[src/rtl/power_pkg.sv]
// Shared types and helpers for the shutdown controller: FSM state encoding
// and the counter-width helper used to size every internal counter.
package power_pkg;

   typedef enum logic [1:0] {
      ST_POWER_UP = 2'b00,
      ST_ON       = 2'b01,
      ST_TRIPPED  = 2'b10
   } state_t;

   // Bits needed to hold values 0..max_val; never narrower than one bit.
   function automatic int cnt_width(input int max_val);
      return (max_val < 1) ? 1 : $clog2(max_val + 1);
   endfunction

endpackage

[src/rtl/fault_debounce.sv]
// Per-fault debouncer: saturating count of consecutive high samples; deb_o is
// asserted once DEBOUNCE_CYCLES high samples have been seen back to back.
module fault_debounce
   import power_pkg::*;
#(
   parameter int DEBOUNCE_CYCLES = 1000
) (
   input  logic clk,
   input  logic reset_n,
   input  logic fault_i,
   output logic deb_o
);

   localparam int CW = cnt_width(DEBOUNCE_CYCLES);
   localparam logic [CW-1:0] CNT_MAX = CW'(DEBOUNCE_CYCLES);

   logic [CW-1:0] cnt_q, cnt_d;

   always_comb begin
      cnt_d = '0;
      if (fault_i) begin
         cnt_d = (cnt_q == CNT_MAX) ? cnt_q : cnt_q + 1'b1;
      end
   end

   always_ff @(posedge clk) begin
      if (!reset_n) begin
         cnt_q <= '0;
      end else begin
         cnt_q <= cnt_d;
      end
   end

   assign deb_o = (cnt_q == CNT_MAX);

endmodule

[src/rtl/shutdown_controller.sv]
// Rail shutdown sequencer: trips all rails off on a debounced fault and
// re-enables them one at a time. Optional AUTO_RESTART_EN macro adds a
// fault-free timeout that leaves TRIPPED without an operator clear.
module shutdown_controller
   import power_pkg::*;
#(
   parameter int NUM_FAULTS      = 2,
   parameter int NUM_RAILS       = 4,
   parameter int DEBOUNCE_CYCLES = 1000,
   parameter int STAGGER_CYCLES  = 5000,
   parameter int RESTART_CYCLES  = 50000
) (
   input  logic                  clk,
   input  logic                  reset_n,
   input  logic [NUM_FAULTS-1:0] fault_in,
   input  logic [NUM_FAULTS-1:0] fault_mask,
   input  logic                  clear,
   output logic [NUM_RAILS-1:0]  shutdown,
   output logic                  all_on,
   output logic [NUM_FAULTS-1:0] fault_latched,
   output state_t                state
);

   localparam int SW = cnt_width(STAGGER_CYCLES - 1);
   localparam int IW = cnt_width(NUM_RAILS - 1);
   localparam logic [SW-1:0] STAG_LAST = SW'(STAGGER_CYCLES - 1);
   localparam logic [IW-1:0] IDX_LAST  = IW'(NUM_RAILS - 1);

   if (DEBOUNCE_CYCLES < 1 || STAGGER_CYCLES < 1 || RESTART_CYCLES < 1) begin : g_bad_param
      $error("shutdown_controller: cycle parameters must be >= 1");
   end

   state_t                state_q, state_d;
   logic [SW-1:0]         stag_q, stag_d;
   logic [IW-1:0]         idx_q, idx_d;
   logic [NUM_RAILS-1:0]  shutdown_q, shutdown_d;
   logic [NUM_FAULTS-1:0] latched_q, latched_d;
   logic [NUM_FAULTS-1:0] deb, active;
   logic                  any_active;
   logic                  restart_due;

   for (genvar i = 0; i < NUM_FAULTS; i++) begin : g_deb
      fault_debounce #(.DEBOUNCE_CYCLES(DEBOUNCE_CYCLES)) u_deb (
         .clk     (clk),
         .reset_n (reset_n),
         .fault_i (fault_in[i]),
         .deb_o   (deb[i])
      );
   end

   assign active     = deb & ~fault_mask;
   assign any_active = |active;

`ifdef AUTO_RESTART_EN
   localparam int RW = cnt_width(RESTART_CYCLES - 1);
   localparam logic [RW-1:0] RST_LAST = RW'(RESTART_CYCLES - 1);

   logic [RW-1:0] rst_cnt_q, rst_cnt_d;
   logic          any_deb;

   // Masked faults still hold off auto-restart: any debounced level counts.
   assign any_deb     = |deb;
   assign restart_due = (rst_cnt_q == RST_LAST) && !any_deb;

   always_comb begin
      rst_cnt_d = '0;
      if (state_q == ST_TRIPPED && !any_deb) begin
         rst_cnt_d = rst_cnt_q + 1'b1;
      end
   end

   always_ff @(posedge clk) begin
      if (!reset_n) begin
         rst_cnt_q <= '0;
      end else begin
         rst_cnt_q <= rst_cnt_d;
      end
   end
`else
   assign restart_due = 1'b0;
`endif

   always_comb begin
      state_d    = state_q;
      stag_d     = stag_q;
      idx_d      = idx_q;
      shutdown_d = shutdown_q;
      latched_d  = latched_q;
      case (state_q)
         ST_POWER_UP, ST_ON: begin
            if (any_active) begin
               state_d    = ST_TRIPPED;
               shutdown_d = '1;
               latched_d  = latched_q | active;
               stag_d     = '0;
               idx_d      = '0;
            end else if (state_q == ST_ON) begin
               shutdown_d = '0;
            end else if (stag_q == STAG_LAST) begin
               stag_d = '0;
               idx_d  = idx_q + 1'b1;
               for (int k = 0; k < NUM_RAILS; k++) begin
                  if (k == int'(idx_q)) shutdown_d[k] = 1'b0;
               end
               if (idx_q == IDX_LAST) begin
                  state_d = ST_ON;
                  idx_d   = '0;
               end
            end else begin
               stag_d = stag_q + 1'b1;
            end
         end
         ST_TRIPPED: begin
            shutdown_d = '1;
            latched_d  = latched_q | active;
            // A clear only counts when nothing is still actively faulting.
            if (clear && !any_active) begin
               state_d   = ST_POWER_UP;
               stag_d    = '0;
               idx_d     = '0;
               latched_d = '0;
            end else if (restart_due) begin
               state_d = ST_POWER_UP;
               stag_d  = '0;
               idx_d   = '0;
            end
         end
         default: begin
            state_d    = ST_TRIPPED;
            shutdown_d = '1;
            stag_d     = '0;
            idx_d      = '0;
         end
      endcase
   end

   always_ff @(posedge clk) begin
      if (!reset_n) begin
         state_q    <= ST_POWER_UP;
         stag_q     <= '0;
         idx_q      <= '0;
         shutdown_q <= '1;
         latched_q  <= '0;
      end else begin
         state_q    <= state_d;
         stag_q     <= stag_d;
         idx_q      <= idx_d;
         shutdown_q <= shutdown_d;
         latched_q  <= latched_d;
      end
   end

   assign shutdown      = shutdown_q;
   assign all_on        = (state_q == ST_ON);
   assign fault_latched = latched_q;
   assign state         = state_q;

endmodule

[config.mk]
export PLATFORM = sky130hd
export DESIGN_NAME = shutdown_controller
export DESIGN_NICKNAME = d
export VERILOG_FILES = /design/src/rtl/power_pkg.sv /design/src/rtl/fault_debounce.sv /design/src/rtl/shutdown_controller.sv
export SDC_FILE = /design/constraint.sdc
export NUM_CORES = 1
export LEC_CHECK = 0
export ABC_CLOCK_PERIOD_IN_PS = 3600
export CORE_ASPECT_RATIO = 0.6
export CORE_MARGIN = 2
export CORE_UTILIZATION = 62
export CTS_CLUSTER_SIZE = 25
export DETAILED_ROUTE_END_ITERATION = 8
export PLACE_DENSITY_LB_ADDON = 0.2
export SKIP_LAST_GASP = 1
export SLEW_MARGIN = 15
export SYNTH_ARGS = -nofsm -noshare
export SYNTH_HDL_FRONTEND = slang
export SYNTH_SLANG_ARGS = --single-unit
[constraint.sdc]
create_clock -name clk -period 3.6 [get_ports clk]
set_clock_uncertainty 0.05 [all_clocks]
set_input_delay 0.36 -clock clk [delete_from_list [all_inputs] [get_ports clk]]
set_output_delay 0.36 -clock clk [all_outputs]
set_load 0.02 [all_outputs]
---- After elaboration in Yosys (flattened, before gate mapping) ----
Index checks and enable logic that the tools add are counted.
cells by class
  add/sub/neg operators ................... 4
  multiply operators ...................... 0
  divide/modulo/power cells ............... 0
  $lt $le $gt $ge ......................... 0
  eq/ne operators ......................... 14
  shift operators ......................... 0
  muxes and demuxes ....................... 25
  bitwise operators ....................... 5
  reductions and logical operators ........ 23
operators by type and width
  cell                                                             number
  13-bit two-way mux                                               4
  13-bit one-hot mux with 2 select lines                           1
  2-bit two-way mux                                                11
  10-bit by 1-bit adder with 10-bit output, second input constant  2
  10-bit == test, second input constant                            2
  2-bit AND reduction                                              8
  13-bit by 1-bit adder with 13-bit output, second input constant  1
  13-bit == test, second input constant                            1
  2-bit one-hot mux with 2 select lines                            3
  2-bit nonzero test                                               6
  3-bit inequality test, second input constant                     3
  4-bit two-way mux                                                2
  2-bit == test, first input constant                              2
  2-bit == test, second input constant                             2
  2-bit logical NOT                                                2
  1-bit two-way mux                                                4
  2-bit inequality test, second input constant                     2
  4-bit AND reduction                                              1
  2-bit OR reduction                                               2
  4-bit OR reduction                                               1
  3-bit AND reduction                                              1
  2-bit by 1-bit adder with 2-bit output, second input constant    1
  2-bit bitwise AND                                                1
  1-bit by 2-bit == test with 1-bit output, first input constant   1
  6 further kinds                                                  7
storage, ports and cells
  register bits ........................... 43
  bits in latches ......................... 0
  memory bits (writable) .................. 0
  bits in read-only memories .............. 0
  input bits .............................. 7
  output and inout bits ................... 9
  logic and storage cells ................. 81
  memories ................................ 0

---- Depth between registers and ports, before layout ----
  depth after elaboration ................. 7
  gate-level depth with buffers ........... 8
  gate-level depth less buffers ........... 7

---- Cells and area by module ----
From an unflattened synthesis, not the netlist that was laid out.
second synthesis, totals
  cell total of the unflattened synthesis .. 266
  area total of the unflattened synthesis .. 2284.7 um^2
modules (own cells, without submodules)
  module               times used  cells each  area an instance (um^2)  sequential area each (um^2)
  shutdown_controller  1           150         1278.7                   460.4
  fault_debounce       2           58          503.0                    200.2

---- Worst setup path before layout ----
OpenSTA, ideal clock, no wires.
  path type ............................... reg2reg
  start ................................... reg g_deb[0].u_deb.cnt_q[0]
  end ..................................... reg stag_q[7]
  library setup time ...................... 0.070 ns
  arrival time ............................ 2.054 ns
  required time ........................... 3.480 ns
  slack ................................... 1.426 ns
  stages on the path, launching flop included .. 9
  buffers on the path ..................... 1
  clock period less this slack ............ 2.174 ns
  cell sequence ........................... dfxtp_1 -> inv_1 -> ha_1 -> and4bb_2 -> nor4b_2 -> o311a_1 -> buf_6 -> or4_1 -> a21oi_1
between the ends
  cells in the longest elaborated chain, start to end .. 7
  elaborated cells on any way between the ends .. 10
  those cells by class .................... 3 x eq/ne; 2 x mux; 1 x bitwise; 4 x reduce/logical
RTL lines
  what                             line                        source
  from (decl)                      fault_debounce.sv:17        logic [CW-1:0] cnt_q, cnt_d;
  from (signal assigned)           fault_debounce.sv:30        cnt_q <= cnt_d;
  10-bit == test *                 fault_debounce.sv:34        assign deb_o = (cnt_q == CNT_MAX);
  2-bit bitwise AND *              shutdown_controller.sv:51   assign active = deb & ~fault_mask;
  2-bit OR reduction *             shutdown_controller.sv:52   assign any_active = |active;
  1-bit logical NOT                shutdown_controller.sv:117  if (clear && !any_active) begin
  1-bit logical AND                shutdown_controller.sv:117
  2-bit inequality test (no line)  n/a
  2-bit AND reduction (no line)    n/a
  to (signal assigned)             shutdown_controller.sv:146  stag_q <= stag_d;
  to (decl)                        shutdown_controller.sv:34   logic [SW-1:0] stag_q, stag_d;
Mark *: on every way between the ends. The rest lies on a longest branch, timed or not.
A chain may end at the register's enable or synchronous reset.

---- Worst setup path in the final report ----
  start ................................... reg g_deb[0].u_deb.cnt_q[0]
  end ..................................... reg stag_q[4]
The elaborated chain is that of the path after synthesis.

==> results.sh <==
export IMPL_outcome="complete, no violations"
export IMPL_cts_hold_buf=0
export IMPL_syn_avg_cell_area_um2=8.75
export IMPL_cts_resized=0
export IMPL_grt_start_max_net_pins=28
export IMPL_finalHoldViolCount=0
export IMPL_cp_end_kind="register"
export IMPL_ctsRootBufferMaster="clkbuf_8"
export IMPL_numCtsBuffers=5
export IMPL_fill_cells=241
export IMPL_fp_dieArea_mm2=0.00405
export IMPL_clk_latency_ns=0.30
export IMPL_post_drt_wl_per_cell_um=14.8
export IMPL_cts_max_level=2
export IMPL_num_io_pins=16
export IMPL_fp_dieH_um=50.1
export IMPL_fin_crit_ns=2.58
export IMPL_grt_pass1_vias=1699
export IMPL_drv_slew=0
export IMPL_slowest_delay_ns=0.58
export IMPL_synth_area_leaders="dfxtp_1 (39%), ha_1 (5.1%), nor2_1 (4.6%)"
export IMPL_synthFlopType="dfxtp_1"
export IMPL_synth_area_mm2=0.00220
export IMPL_cts_sinks=43
export IMPL_cp_num_buf_inv=1
export IMPL_tns_ns=0
export IMPL_setup_viol=0
export IMPL_core_area_mm2=0.00332
export IMPL_gp_congestion=0.833
export IMPL_fmax_ghz=0.388
export IMPL_fin_util_pct=74.4
export IMPL_cts_tree="built"
export IMPL_drtAntennaViolNets=0
export IMPL_synth_commonest_cells="dfxtp_1 (43), nor2_1 (27), nand2_1 (24)"
export IMPL_ys_warn_count=0
export IMPL_synth_nets=267
export IMPL_cts_clk_slew_worst_paths_ns=0.08
export IMPL_peakVddDrop_v=0.000260
export IMPL_stdcell_count=314
export IMPL_drc_errors=0
export IMPL_worst_pin_slew_ns=0.926
export IMPL_path_max_fanout=9
export IMPL_drive_gt1_share_pct=10.0
export IMPL_use_met1_pct=40.2
export IMPL_cap_viol_max_count=0
export IMPL_ys_types=49
export IMPL_p_leak_uw=0.000837
export IMPL_synth_edf_count=0
export IMPL_grtUsageMet3_pct=6.96
export IMPL_relSlewSlack_pct=37.7
export IMPL_dp_cells=307
export IMPL_worstPathRequired_ns=3.70
export IMPL_syn2layout_area_growth_pct=12.5
export IMPL_finalNetCount=285
export IMPL_dpl_hpwl_um=3320
export IMPL_first_pass_iters=4
export IMPL_grt_util_all_layers_pct=26.3
export IMPL_io_buffers=15
export IMPL_antenna_found_initial=0
export IMPL_synth_top_area_share_pct=39.2
export IMPL_grt_ovfl_total=0
export IMPL_die_x_um=80.8
export IMPL_initial_utilization_pct=66.1
export IMPL_synth_most_common_cell="dfxtp_1"
export IMPL_startpoint_type="register"
export IMPL_vias_per_cell=5.88
export IMPL_syn_inst=251
export IMPL_cp_slowest_cell="nor4b_2"
export IMPL_period_share_pct=71.7
export IMPL_seq_area_frac_synth_pct=39.2
export IMPL_grt_busiest_layer="met1"
export IMPL_synth_seq_cells=43
export IMPL_vias=1847
export IMPL_hold_path_class="register to register"
export IMPL_clk_path_buf_depth=2
export IMPL_fp_row_count=16
export IMPL_setup_worst_path_class="register to register"
export IMPL_crit_family="simple AND/OR/NAND/NOR gates"
export IMPL_diodes=0
export IMPL_cts_setup_buffers=0
export IMPL_crit_arrival_ns=2.68
export IMPL_grt_first_pass_wirelength_um=8020
export IMPL_async_flop_share_pct=0
export IMPL_yosysTopAreaCell="dfxtp_1"
export IMPL_path_cells="inv_1, ha_1, and4bb_2, nor4b_2, nor3_1, nor2_1, o211ai_1"
export IMPL_powerDensity_mw_per_mm2=336
export IMPL_rsz0062_at_grt="no"
export IMPL_grtUsageMet2_pct=34.2
export IMPL_drt_iter0_markers=184
export IMPL_finalWirelength_um=4650
==> layout by cell type, fill, tap and decap left out, types with 2 or more instances in the layout <==
cell type	instances
o21ai_0	7
and2_1	2
ha_1	9
xnor2_1	7
nor4_1	5
nor3b_1	3
clkbuf_8	6
nand3b_1	3
and3_1	7
o41ai_1	2
nand4b_1	4
nand4_1	3
a31o_2	4
clkdlybuf4s50_1	15
o31ai_1	3
or4_1	3
nor2_1	27
o211ai_1	5
a21oi_1	12
nand2_1	24
dfxtp_1	43
nor3_1	6
xor2_1	7
mux2i_1	2
nand3_1	15
a32oi_1	3
or3b_2	3
buf_4	3
inv_1	10
nand2b_1	5
==> logic make-up (layout without fill, tap and decap cells) <==
| family | after synthesis | count (layout) | share of synthesized area, % |
|---|---|---|---|
| xor+xnor | 14 | 14 | 5.58 |
| mux | 2 | 2 | 0.912 |
| flops | 43 | 43 | 39.2 |
| fa+ha+maj | 9 | 9 | 5.13 |
| buf+inv | 17 | 35 | 3.59 |
| simple gates | 122 | 122 | 31.3 |
| compound gates | 44 | 44 | 14.2 |
==> stage by stage <==
stage	power (uW)	hold WS [ns]	area [um2]	setup WS, ns
finish	830	0.428	2470	1.02
global route	866	0.452	2470	0.735
CTS	839	0.430	2470	1.03
detailed placement	534	0.421	2380	0.936
global placement	533	0.411	2380	1.01
floorplan	518	0.399	2200	1.43
==> metal layers <==
| metal | vias to the layer above | wire length, um | part of all wire (%) |
|---|---|---|---|
| met5 | - | 0 | 0 |
| li1 | 950 | - | - |
| met1 | 842 | 2450 | 53 |
| met2 | 51 | 1860 | 40 |
| met4 | 0 | 31 | 0.67 |
| met3 | 4 | 311 | 6.7 |
==> worst paths after layout <==
kind | start | end | slack, ns | depth (start not counted)
worst max-delay path | g_deb[0].u_deb.cnt_q[0] | stag_q[4] | 1.02 | 7
worst min register to register | stag_q[1] | stag_q[1] | 0.43 | 2
worst max register to register | g_deb[0].u_deb.cnt_q[0] | stag_q[4] | 1.02 | 7
worst min-delay path | stag_q[1] | stag_q[1] | 0.43 | 2
==> report_power, final <==
| group | total, uW | internal, uW | switching, uW |
|---|---|---|---|
| Clock | 306 | 150 | 156 |
| Combinational | 38.0 | 17.3 | 20.7 |
| Sequential | 486 | 480 | 5.28 |
| Total | 830 | 648 | 182 |
==> cell type report <==
| class | instances | area, um2 | share of cell area [%] |
|---|---|---|---|
| timing repair buffer | 18 | 173 | 6.99 |
| inverter | 10 | 37.5 | 1.52 |
| clock buffer | 6 | 82.6 | 3.34 |
| tap | 45 | 56.3 | 2.28 |
| clock inverter | 1 | 5.00 | 0.203 |
| sequential | 43 | 861 | 34.8 |
| multi-input combinational | 191 | 1260 | 50.8 |
==> worst reg2reg max path: stages (launching register included) <==
cell,delay [ns]
dfxtp_1,0.35
inv_1,0.11
ha_1,0.17
and4bb_2,0.23
nor4b_2,0.58
nor3_1,0.23
nor2_1,0.51
o211ai_1,0.19
==> registers in the layout, indices dropped and copies added (netlist names) <==
| signal | cells |
|---|---|
| idx_q | 2 |
| state | 2 |
| shutdown | 4 |
| fault_latched | 2 |
| g_deb.u_deb.cnt_q | 20 |
| stag_q | 13 |
(Power assumes the default switching activity.)
